## config.mk

```make
export PLATFORM = sky130hd
export DESIGN_NAME = magnitude_comparator
export DESIGN_NICKNAME = d
export VERILOG_FILES = /design/src/rtl/magnitude_comparator.sv
export SDC_FILE = /design/constraint.sdc
export NUM_CORES = 1
export LEC_CHECK = 0
export BUFFER_PORTS_ARGS = -buffer_cell sky130_fd_sc_hd__buf_2
export CAP_MARGIN = 20
export CORE_MARGIN = 5
export CORE_UTILIZATION = 40
export CTS_CLUSTER_DIAMETER = 80
export DETAILED_ROUTE_END_ITERATION = 10
export GPL_TIMING_DRIVEN = 0
export PLACE_DENSITY = 0.8
export SETUP_SLACK_MARGIN = 0.4
export SLEW_MARGIN = 15
export SYNTH_ARGS = -nofsm -noshare
export SYNTH_HDL_FRONTEND = slang
export SYNTH_SLANG_ARGS = --single-unit
```

## constraint.sdc

```tcl
create_clock -name clk -period 3.3 [get_ports clk]
set_clock_uncertainty 0.2 [all_clocks]
set_input_delay 0.66 -clock clk [delete_from_list [all_inputs] [get_ports clk]]
set_output_delay 0.66 -clock clk [all_outputs]
set_load 0.005 [all_outputs]
```

## src/rtl/magnitude_comparator.sv

```systemverilog
// N-bit magnitude comparator: combinational less/equal/greater from a log2(N)-depth prefix tree,
// plus a valid-qualified registered copy. Optional signed compare via `define COMPARATOR_SIGNED_EN.
module magnitude_comparator #(
    parameter int N = 32
) (
    input  logic         clk,
    input  logic         rst_n,
    input  logic [N-1:0] a,
    input  logic [N-1:0] b,
    input  logic         valid_in,
`ifdef COMPARATOR_SIGNED_EN
    input  logic         signed_mode,
`endif
    output logic         less,
    output logic         equal,
    output logic         greater,
    output logic         less_q,
    output logic         equal_q,
    output logic         greater_q,
    output logic         valid_q
);

    localparam int LOG   = (N > 1) ? $clog2(N) : 0;
    localparam int P     = 1 << LOG;
    localparam int NODES = 2 * P - 1;

    logic [N-1:0] w_a_cmp;
    logic [N-1:0] w_b_cmp;

`ifdef COMPARATOR_SIGNED_EN
    localparam logic [N-1:0] MSB_MASK = N'(64'd1 << (N - 1));

    // Flipping both sign bits maps two's-complement order onto unsigned order.
    assign w_a_cmp = signed_mode ? (a ^ MSB_MASK) : a;
    assign w_b_cmp = signed_mode ? (b ^ MSB_MASK) : b;
`else
    assign w_a_cmp = a;
    assign w_b_cmp = b;
`endif

    // Heap-ordered tree: leaf for bit j at index P-1+j; node i has hi child 2i+2, lo child 2i+1.
    logic [NODES-1:0] w_gt;
    logic [NODES-1:0] w_eq;

    // NOTE: defaulting every tree node first keeps always_comb latch-free and gives the padding leaves their neutral value.
    always_comb begin
        w_gt = '0;
        w_eq = '1;
        for (int j = 0; j < N; j++) begin
            w_gt[P-1+j] = w_a_cmp[j] & ~w_b_cmp[j];
            w_eq[P-1+j] = ~(w_a_cmp[j] ^ w_b_cmp[j]);
        end
        for (int i = P - 2; i >= 0; i--) begin
            w_gt[i] = w_gt[2*i+2] | (w_eq[2*i+2] & w_gt[2*i+1]);
            w_eq[i] = w_eq[2*i+2] & w_eq[2*i+1];
        end
    end

    assign equal   = w_eq[0];
    assign greater = w_gt[0];
    assign less    = ~w_eq[0] & ~w_gt[0];

    logic r_less_q;
    logic r_equal_q;
    logic r_greater_q;
    logic r_valid_q;

    // NOTE: sequential state uses non-blocking assignments so every register samples pre-edge values.
    always_ff @(posedge clk or negedge rst_n) begin
        if (!rst_n) begin
            r_less_q    <= 1'b0;
            r_equal_q   <= 1'b0;
            r_greater_q <= 1'b0;
            r_valid_q   <= 1'b0;
        end else begin
            r_valid_q <= valid_in;
            if (valid_in) begin
                r_less_q    <= less;
                r_equal_q   <= equal;
                r_greater_q <= greater;
            end
        end
    end

    assign less_q    = r_less_q;
    assign equal_q   = r_equal_q;
    assign greater_q = r_greater_q;
    assign valid_q   = r_valid_q;

endmodule

```

==> out/results.tsv, run 1 <==
stage	metric	value	unit
routing	vias	1290	
critical_path	critPathSlowestCell	or4_4	
cts	hold_buffers	0	
critical_path	cp_top_family	simple AND/OR/NAND/NOR gates	
hold_path	hold_path_class	in2async	
timing	finalHoldViolCount	0	
critical_path	cp_common_cell	buf_2	
critical_path	critPathBufInv	4	
logic_synthesis	synth_nets	228	
finish	regArea	100	um2
logic_synthesis	yosysTopAreaCellShare	41.1	%
logic_synthesis	ys_ff_latch	4	
global_routing	grt_max_degree	6	
logic_synthesis	synth_top_area_cell	ha_1	
critical_path	critical_path_class	in2out	
logic_synthesis	synth_ff_type	dfrtp_1	
critical_path	cp_max_fo	4	
timing	maxSlewHeadroom	76.5	%
global_routing	antenna_found_initial	0	
logic_synthesis	synth-edff-count	0	
floorplanning	initial_utilization	42.8	%
critical_path	worstPathCellList	buf_2 > inv_1 > ha_4 > nand4_4 > or4_4 > buf_4 > a31oi_4 > or2_2 > buf_2	
cts	clk_latency	220	ps
power_and_ir_drop	ir_worst_vdd	0.177	mV
routing	final_antenna_net_count	0	
timing	worstMarginPinSlew	349	ps
placement	place.gp.congestion	0.730	
timing	slew_violations	0	
timing	setup_tns	0	ps
logic_synthesis	yosysSeqAreaShare	10.3	%
cts	cts.reportedPaths.clkPinSlew	40	ps
critical_path	crit_path_end_kind	primary output	
routing	wirelength	3710	um
finish	drive_gt1_share	57.8	%
critical_path	cp-start-kind	input pin	
placement	dp_hpwl	2340	um
power_and_ir_drop	totalPowerFinal	0.000328	W
finish	antenna_cells	0	
floorplanning	core-area	2280	um2
critical_path	required	2440	ps
timing	min_period	3200	ps
finish	fillCellCount	140	
status	status	complete, no violations	
logic_synthesis	synth_cell_types	22	
timing	final-setup-viol-count	0	
finish	area_growth	93.6	%
floorplanning	die_h	59.4	um
timing	hold_slack	26.0	ps
finish	nets	324	
routing	routedWlPerCell	14.8	um
routing	dr.pass1.iters	4	
timing	rsz0062_at_grt	true	
critical_path	worstPathArrival	2340	ps
routing	viasPerCell	5.14	
cts	cts_made_buffers	3	
global_routing	grt_usage	19.1	%
logic_synthesis	avgSynthCellArea	7.56	um2
cts	cts_tree	yes	
cts	cts_htree_levels	1	
finish	final_common_cell	buf_2	
placement	numPortBuffers	73	
run	drv_cap	0	
logic_synthesis	synth_area_leaders	ha_1, inv_1, dfrtp_1	
finish	final_cell_mix	buf_2, inv_1, buf_4, ha_1, buf_6	
routing	drtIter0Drc	42	
critical_path	critical-path-max-stage-delay	560	ps
global_routing	grt_first_pass_wirelength	5130	um
cts	cts_root_buffer	clkbuf_4	
power_and_ir_drop	leakagePower	1.03	nW
logic_synthesis	netlist_area	975	um2
critical_path	reg2regPathDepth	1	
floorplanning	rows	17	
logic_synthesis	async_reset_ff_share	100	%
logic_synthesis	yosysWarnings	0	
finish	multiInputGateArea	977	um2
floorplanning	dieWidth	59.4	um
floorplanning	die-area	3520	um2
cts	cts.sinks	4	
global_routing	grt-ovfl-total	0	
floorplanning	io_pins	74	
logic_synthesis	syn_inst	129	
critical_path	reg2reg_from	equal_q	
global_routing	grt_pass1_vias	1319	
routing	drc	0	
cts	clockBufferDepth	2	
power_and_ir_drop	power_density	174	nW/um2
finish	utilization	82.9	%
critical_path	critPathLaunch	b[28]	
critical_path	r2r-end	equal_q	
critical_path	regToRegSetupSlack	2350	ps
timing	final.period_utilization	96.9	%
timing	fmax	313	MHz
## worst max-delay path by stage
stage                          to  slack, ps  depth (start not counted)
after global routing      greater         50                          9
after global placement    greater        110                          8
final                     greater        100                          9
after floorplan           greater        410                          6
after CTS                    less        220                          7
after detailed placement  greater         80                          8
## kinds of logic after synthesis
family                     Yosys count  share of synthesized area (%)
adders and majority gates           32                           41.1
DFF                                  4                           10.3
buffers and inverters               34                           13.1
and+or+nand+nor                     34                           20.5
AOI/OAI and AO/OA                   24                           13.9
muxes                                1                           1.16
## cells in the mapped netlist (2+ instances only)
master and instances:
inv_1 34, ha_1 32, a21oi_1 14, nand2_1 10
nand4_1 8, nand3_1 5, o21ai_0 5, dfrtp_1 4
nand2b_1 2, nor2_1 2, nor3_1 2
## per-stage QoR
| stage | instances | instance area [um2] | worst slack, ps |
|---|---|---|---|
| after floorplan | 129 | 981 | 414 |
| after detailed placement | 230 | 1380 | 78.4 |
| after CTS | 246 | 1770 | 217 |
| after global routing | 251 | 1890 | 50.2 |
| after global placement | 230 | 1380 | 114 |
| final | 251 | 1890 | 102 |
## layout make-up
cell class / count / area share [%]
clock buffers: 3 / 1.19
inverters: 34 / 7.16
well taps: 28 / 1.86
flip-flops and latches: 4 / 5.31
multi-input cells: 91 / 51.8
repair buffers: 91 / 32.7
## power breakdown
group	internal, W	total [W]	switching (W)
Combinational	0.000120	0.000216	0.0000958
Sequential	0.0000533	0.0000549	0.00000162
Clock	0.0000404	0.0000570	0.0000166
Total	0.000214	0.000328	0.000114
## state kept, by name, indices dropped and copies added (netlist names)
signal and count:
equal_q 1, greater_q 1, less_q 1, valid_q 1
## metal layers
layer  global-route usage [%]  wire, um  vias up
met4                     6.47       119        0
met1                     16.8      1270      575
met2                     39.8      2030       66
met3                     5.01       289       10
li1                         -         -      639
met5                        0         0        -
## repair_timing
item | in CTS | in global routing
endpoints found under the setup margin | 3 | 3
endpoints found under the hold margin | 0 | 0
setup buffers | 13 | 5
resized for setup | 40 | 14
pin swaps | 18 | 7
Power figures use the tool's default switching activity.
==> run 2: changes to the inputs <==
CTS_BUF_LIST = sky130_fd_sc_hd__clkbuf_8   (was unset)
==> out/results.tsv, run 2 (synthesized netlist as in run 1, its figures left out) <==
stage	metric	value	unit
global_routing	grt_usage	19.3	%
critical_path	required	2440	ps
routing	drtIter0Drc	42	
hold_path	hold_path_class	in2async	
cts	cts_root_buffer	clkbuf_8	
finish	nets	324	
critical_path	critical_path_class	in2out	
routing	drc	0	
cts	hold_buffers	0	
power_and_ir_drop	netSwitchingPower	0.000125	W
critical_path	reg2reg_from	equal_q	
floorplanning	io_pins	74	
critical_path	r2r-end	equal_q	
cts	cts.sinks	4	
floorplanning	die-area	3520	um2
timing	fmax	314	MHz
power_and_ir_drop	power_density	197	nW/um2
critical_path	critPathSlowestCell	or4_4	
finish	fillCellCount	128	
power_and_ir_drop	seqPwrFrac	14.4	%
critical_path	critPathLaunch	b[26]	
global_routing	grt_max_degree	6	
critical_path	critical-path-max-stage-delay	550	ps
timing	slew_violations	0	
timing	setup_tns	0	ps
critical_path	critPathBufInv	4	
global_routing	antenna_found_initial	0	
cts	clk_latency	220	ps
timing	maxSlewHeadroom	76.4	%
routing	viasPerCell	5.18	
cts	cts_tree	yes	
finish	final_cell_mix	buf_2, inv_1, buf_6, buf_4	
critical_path	regToRegSetupSlack	2340	ps
power_and_ir_drop	p_int	0.000254	W
critical_path	cp_max_fo	4	
cts	cts_made_buffers	3	
status	status	complete, no violations	
floorplanning	rows	17	
global_routing	grt_first_pass_wirelength	5200	um
finish	drive_gt1_share	57.8	%
floorplanning	initial_utilization	42.8	%
critical_path	worstPathCellList	buf_2 > inv_2 > ha_4 > nand4_1 > or4_4 > buf_6 > a31oi_4 > or2_4 > buf_6	
power_and_ir_drop	p_sw_share	33.0	%
critical_path	cp_top_family	simple AND/OR/NAND/NOR gates	
critical_path	crit_path_end_kind	primary output	
critical_path	reg2regPathDepth	1	
cts	cts.reportedPaths.clkPinSlew	30	ps
finish	area_growth	97.8	%
routing	vias	1300	
global_routing	grt_pass1_vias	1326	
routing	routedWlPerCell	14.8	um
critical_path	cp-start-kind	input pin	
timing	finalHoldViolCount	0	
routing	final_antenna_net_count	0	
power_and_ir_drop	totalPowerFinal	0.000380	W
placement	dp_hpwl	2340	um
finish	final_common_cell	buf_2	
timing	hold_slack	34.5	ps
finish	utilization	84.7	%
floorplanning	dieWidth	59.4	um
finish	antenna_cells	0	
routing	wirelength	3700	um
floorplanning	die_h	59.4	um
power_and_ir_drop	leakagePower	1.04	nW
timing	final-setup-viol-count	0	
floorplanning	core-area	2280	um2
global_routing	grt-ovfl-total	0	
timing	rsz0062_at_grt	true	
critical_path	worstPathArrival	2330	ps
run	drv_cap	0	
power_and_ir_drop	p_clk_share	27.8	%
power_and_ir_drop	pwr-share-comb	57.7	%
placement	numPortBuffers	73	
timing	min_period	3190	ps
timing	worstMarginPinSlew	351	ps
cts	cts_htree_levels	1	
power_and_ir_drop	ir_worst_vdd	0.216	mV
placement	place.gp.congestion	0.730	
routing	dr.pass1.iters	4	
cts	clockBufferDepth	2	
critical_path	cp_common_cell	buf_6	
timing	final.period_utilization	96.5	%
[run 2: what timing repair did]
action                                  CTS  global route
pin swaps                                18            12
gates cloned                              0             0
buffers inserted                         13             5
endpoints found under the hold margin     0             0
endpoints found under the setup margin    3             3
gates resized for setup                  40            16
[run 2: metrics by stage]
step           setup slack [ps]  cell area, um2  std cells
6_report                    114            1930        251
5_1_grt                    65.8            1930        251
4_1_cts                     217            1790        246
3_5_place_dp               78.4            1380        230
3_3_place_gp                114            1380        230
2_1_floorplan               414             981        129
[run 2: how the worst max path moves through the flow]
stage	end	cells past startpoint
floorplan	greater	6
global route	less	8
detailed placement	greater	8
global placement	greater	8
CTS	less	7
finish	greater	9
[run 2: cell type report]
type                    count  area, um2  share of cell area, %
well taps                  28       35.0                   1.82
inverters                  34        133                   6.88
flip-flops and latches      4        100                   5.19
clock buffers               3       41.3                   2.14
repair buffers             91        627                   32.5
multi-input cells          91        992                   51.5
[run 2: power by group through the flow]
stage	registers, W	logic (W)	clock network (W)
2_1_floorplan	0.0000561	0.0000765	0
3_3_place_gp	0.0000554	0.000138	0
3_5_place_dp	0.0000554	0.000142	0
4_1_cts	0.0000549	0.000183	0.000102
5_1_grt	0.0000553	0.000244	0.000113
6_report	0.0000548	0.000219	0.000106
[run 2: layer usage]
layer	vias up	track usage (%)	part of all wire [%]
li1	636	-	-
met1	588	17.3	35
met2	69	40.1	56
met3	7	4.14	7.6
met4	0	7.44	1.6
met5	-	0	0
